**config.mk**
```make
export PLATFORM = sky130hd
export DESIGN_NAME = risc_ctrl_seq
export DESIGN_NICKNAME = d
export VERILOG_FILES = /design/src/rtl/risc_ctrl_seq.sv
export SDC_FILE = /design/constraint.sdc
export NUM_CORES = 1
export LEC_CHECK = 0
export ABC_AREA = 0
export BUFFER_PORTS_ARGS = -buffer_cell sky130_fd_sc_hd__buf_4
export CAP_MARGIN = 20
export CORE_AREA = 2 2 39 41
export DETAILED_ROUTE_END_ITERATION = 7
export DIE_AREA = 0 0 41 43
export GPL_TIMING_DRIVEN = 0
export PLACE_DENSITY_LB_ADDON = 0.05
export RECOVER_POWER = 50
export SETUP_SLACK_MARGIN = 0.05
export SLEW_MARGIN = 15
export SYNTH_ARGS = -nofsm -noshare
export SYNTH_HDL_FRONTEND = slang
export SYNTH_SLANG_ARGS = --single-unit
```
**constraint.sdc**
```tcl
create_clock -name clk -period 1.3 [get_ports clk]
set_input_delay 0.065 -clock clk [delete_from_list [all_inputs] [get_ports clk]]
set_output_delay 0.065 -clock clk [all_outputs]
set_load 0.005 [all_outputs]
```
**src/rtl/risc_ctrl_seq.sv**
```systemverilog
// risc_ctrl_seq: eight-phase VeriRISC fetch/execute sequencer with opcode/zero decode
module risc_ctrl_seq #(
    parameter bit HALT_STICKY = 1'b1
) (
    input  logic       clk,
    input  logic       rst,
    input  logic [2:0] opcode,
    input  logic       zero,
    output logic [2:0] phase,
    output logic       sel,
    output logic       rd,
    output logic       ld_ir,
    output logic       halt,
    output logic       inc_pc,
    output logic       ld_ac,
    output logic       ld_pc,
    output logic       wr,
    output logic       data_e
);
    typedef enum logic [2:0] {
        INST_ADDR  = 3'd0,
        INST_FETCH = 3'd1,
        INST_LOAD  = 3'd2,
        IDLE       = 3'd3,
        OP_ADDR    = 3'd4,
        OP_FETCH   = 3'd5,
        ALU_OP     = 3'd6,
        STORE      = 3'd7
    } phase_t;

    localparam logic [2:0] HLT = 3'd0;
    localparam logic [2:0] SKZ = 3'd1;
    localparam logic [2:0] ADD = 3'd2;
    localparam logic [2:0] AND = 3'd3;
    localparam logic [2:0] XOR = 3'd4;
    localparam logic [2:0] LDA = 3'd5;
    localparam logic [2:0] STO = 3'd6;
    localparam logic [2:0] JMP = 3'd7;

    phase_t state, state_nx;
    logic   halted, halted_nx;
    logic   alu_op, is_hlt, is_skz, is_sto, is_jmp;

    assign alu_op = (opcode == ADD) | (opcode == AND) | (opcode == XOR) | (opcode == LDA);
    assign is_hlt = opcode == HLT;
    assign is_skz = opcode == SKZ;
    assign is_sto = opcode == STO;
    assign is_jmp = opcode == JMP;
    assign phase  = state;

    // Phase and halted-flag registers; reset wins from any phase, halted or not
    always_ff @(posedge clk) begin
        if (rst) begin
            state  <= INST_ADDR;
            halted <= 1'b0;
        end else begin
            state  <= state_nx;
            halted <= halted_nx;
        end
    end

    // Next phase plus combinational strobe decode from phase, opcode, zero and halted
    always_comb begin
        halted_nx = halted | (HALT_STICKY && state == OP_ADDR && is_hlt);
        state_nx  = halted_nx ? OP_ADDR : phase_t'(state + 3'd1);
        sel    = 1'b0;
        rd     = 1'b0;
        ld_ir  = 1'b0;
        halt   = 1'b0;
        inc_pc = 1'b0;
        ld_ac  = 1'b0;
        ld_pc  = 1'b0;
        wr     = 1'b0;
        data_e = 1'b0;
        if (halted) begin
            halt = 1'b1;
        end else begin
            case (state)
                INST_ADDR: sel = 1'b1;
                INST_FETCH: begin
                    sel = 1'b1;
                    rd  = 1'b1;
                end
                INST_LOAD, IDLE: begin
                    sel   = 1'b1;
                    rd    = 1'b1;
                    ld_ir = 1'b1;
                end
                OP_ADDR: begin
                    inc_pc = 1'b1;
                    halt   = is_hlt;
                end
                OP_FETCH: rd = alu_op;
                ALU_OP: begin
                    rd     = alu_op;
                    inc_pc = is_skz & zero;
                    ld_pc  = is_jmp;
                    data_e = is_sto;
                end
                STORE: begin
                    rd     = alu_op;
                    ld_ac  = alu_op;
                    inc_pc = is_jmp;
                    ld_pc  = is_jmp;
                    wr     = is_sto;
                    data_e = is_sto;
                end
                default: sel = 1'b0;
            endcase
        end
    end
endmodule

```
==> flow_metrics.py <==
metrics = {
    "die": {
        "die-area_um2": 1760,
        "start_util": 0.261,
        "io_pins": 18,
        "core_um2": 1380,
        "rows": 14,
        "die_h_um": 43,
        "die_x_um": 41,
    },
    "critical_path": {
        "worstReg2RegEnd": "phase[1]$_SDFF_PP0_",
        "reg2reg_from": "phase[1]$_SDFF_PP0_",
        "required_ps": 1240,
        "r2r_setup_slack_ps": 0,
        "critPathKind": "flip-flop to output port",
        "crit_fanout": 5,
        "cp-start-kind": "flip-flop",
        "crit_path_end_kind": "output port",
        "reg2regPathDepth": 6,
        "critPathArrivalTime_ps": 1460,
    },
    "global_routing": {
        "antenna_found_initial": 0,
        "grt_pass1_wl_mm": 1.46,
        "grt_pass1_vias": 390,
        "grt.overflow.total": 0,
        "grt_use_total": 0.117,
        "grt_max_degree": 9,
    },
    "power": {
        "power.share.clock": 0.283,
        "p_total_mw": 0.520,
        "combPwrFrac": 0.414,
        "p_leak_nw": 0.272,
        "peakVddDrop_mv": 0.537,
        "p_int_mw": 0.360,
        "seqPwrFrac": 0.303,
        "p_per_area_nw_per_um2": 783,
        "switchingPower_mw": 0.161,
        "p_sw_frac": 0.309,
    },
    "worst_hold_path": {
        "hold_path_class": "input port to flip-flop",
        "holdPathStages": 2,
        "worstHoldEndpoint": "phase[2]$_SDFF_PP0_",
        "holdCritStartpoint": "rst",
    },
    "cells_and_area": {
        "fin_area_um2": 664,
        "post-route-util": 0.480,
        "areaGrowthSynthToFinish_pct": 83.7,
        "drive_gt1_frac": 0.662,
        "diodes": 0,
        "num-fill-cells": 139,
        "final_nets": 83,
        "multiInputGateArea_um2": 345,
        "seq_area_um2": 91.3,
    },
    "cts": {
        "cts_hold_buf": 0,
        "clk_pin_slew_ps": 30,
        "htree_levels": 1,
        "clk_latency_ps": 230,
        "clockBufferDepth": 2,
        "numCtsBuffers": 3,
        "cts_tree": "built",
        "cts_root_buf": "clkbuf_4",
        "clock_sinks": 4,
    },
    "place": {
        "numPortBuffers": 17,
        "post-place-ws_ps": -195,
        "place.gp.congestion": 0.595,
        "dpl_cell_area_um2": 514,
    },
    "timing": {
        "rsz0062_at_grt": "yes",
        "drv_slew": 0,
        "hold_violations": 0,
        "min_period_ps": 1520,
        "fin_ws_ps": -220,
        "relSlewSlack": 0.773,
        "worst_pin_slew_ps": 340,
        "finClkSkew_ps": 1.79,
        "hold_slack_ps": 20.5,
        "setup_viol": 9,
        "min_period_over_period": 1.17,
        "fmaxAchievable_mhz": 658,
    },
    "logic_synthesis": {
        "synth_common_cells": "ha_1 (7), a21oi_1 (6), inv_1 (5), dfxtp_1 (4)",
        "synth_edf_count": 0,
        "synthesis.nets": 58,
        "ys_ff_latch": 4,
        "synthSimpleGateAreaFrac": 0.270,
        "synth_top_family_by_area": "simple AND/OR/NAND/NOR gates",
        "ys_seq_area_frac": 0.221,
        "synth_fa_ha_area_frac": 0.242,
        "yosysTopAreaCellShare": 0.242,
        "syn_area_per_cell_um2": 8.04,
        "synth.area.top_cells": "ha_1 (24%), dfxtp_1 (22%), a21oi_1 (8.3%)",
        "synthMuxAreaShare": 0,
        "ys.flop_type": "dfxtp_1",
        "synthMostInstantiatedCell": "ha_1",
        "yosys_warnings": 0,
        "synthXorXnorAreaFrac": 0.0242,
        "synth_top_area_cell": "ha_1",
        "synth_area_um2": 362,
        "synth_cell_types": 20,
        "synthCells": 45,
        "async_reset_ff_frac": 0,
        "synth-compound-area-share": 0.170,
    },
    "drt": {
        "firstDrtPassIters": 4,
        "drtIter0Drc": 4,
        "wl_um": 942,
        "wl_per_cell_um": 11.2,
        "vias": 406,
        "route.detailed.drc": 0,
        "vias_per_cell": 4.83,
        "ant_nets": 0,
    },
    "status": {
        "violations": "setup timing",
        "status": "finished, violations left",
    },
    "job": {
        "maxCapViolations": 0,
    },
}
## layer usage
layer | GRT usage | part of all wire | wire, um
met1 | 0.138 | 0.38 | 362
met2 | 0.194 | 0.57 | 533
met3 | 0.0314 | 0.049 | 46
met4 | 0.0400 | 0 | 0
met5 | 0 | 0 | 0
## worst max-delay path: stages, from the launching register on
cell and delay (ps):
dfxtp_4 380, inv_4 60, ha_4 170, or2_4 250, a21oi_4 140, o32ai_2 90, buf_4 150
## power groups by stage
stage               combinational [mW]  clock, mW  sequential [mW]
detailed placement               0.155          0            0.149
finish                           0.215      0.147            0.158
floorplan                       0.0799          0            0.147
global route                     0.235      0.163            0.161
global placement                 0.158          0            0.150
CTS                              0.195      0.155            0.155
## sequential cells by signal, summed over array words and instances (netlist names)
signal,count
halted,1
phase,3
## logic make-up (layout without fill, tap and decap cells)
logic type      after synthesis  in the layout
flops                         4              4
compound gates                9              9
buf+inv                       7             30
fa+ha+maj                     7              7
xor+xnor                      1              1
simple gates                 17             17
## through the flow
| step | TNS, ps | cells |
|---|---|---|
| after floorplan | 0 | 45 |
| after global placement | -433 | 78 |
| after detailed placement | -357 | 78 |
| after CTS | -1620 | 83 |
| after global routing | -2150 | 84 |
| final | -1290 | 84 |
## cells in the final DEF (no fill, tap or decap), types with 3 or more instances in the layout
cell / count
nand2_1: 3
ha_2: 3
clkbuf_4: 3
buf_4: 20
ha_4: 4
nor2_1: 3
dfxtp_4: 3
a21oi_2: 3
nor3_1: 3
## what timing repair did
action,in CTS,in global routing
hold endpoints to repair,0,0
endpoints found under the setup margin,9,12
buffers inserted,2,1
resized for setup,19,8
pin swaps,6,2
## worst max path at each step
| stage | from | to | slack [ps] | depth (start not counted) |
|---|---|---|---|---|
| 2_1_floorplan | phase[0]$_SDFF_PP0_ | rd | 50 | 5 |
| 3_3_place_gp | phase[0]$_SDFF_PP0_ | rd | -220 | 6 |
| 3_5_place_dp | phase[0]$_SDFF_PP0_ | rd | -190 | 6 |
| 4_1_cts | phase[0]$_SDFF_PP0_ | rd | -220 | 6 |
| 5_1_grt | phase[0]$_SDFF_PP0_ | rd | -280 | 6 |
| 6_report | phase[0]$_SDFF_PP0_ | rd | -220 | 6 |
## cell type report
class	count	share of cell area
multi-input combinational	34	0.520
timing repair buffer	20	0.226
sequential	4	0.137
inverter	6	0.0471
clock buffer	3	0.0339
tap	16	0.0301
buffer	1	0.00565
No activity file was read; power rests on OpenSTA's default activity.
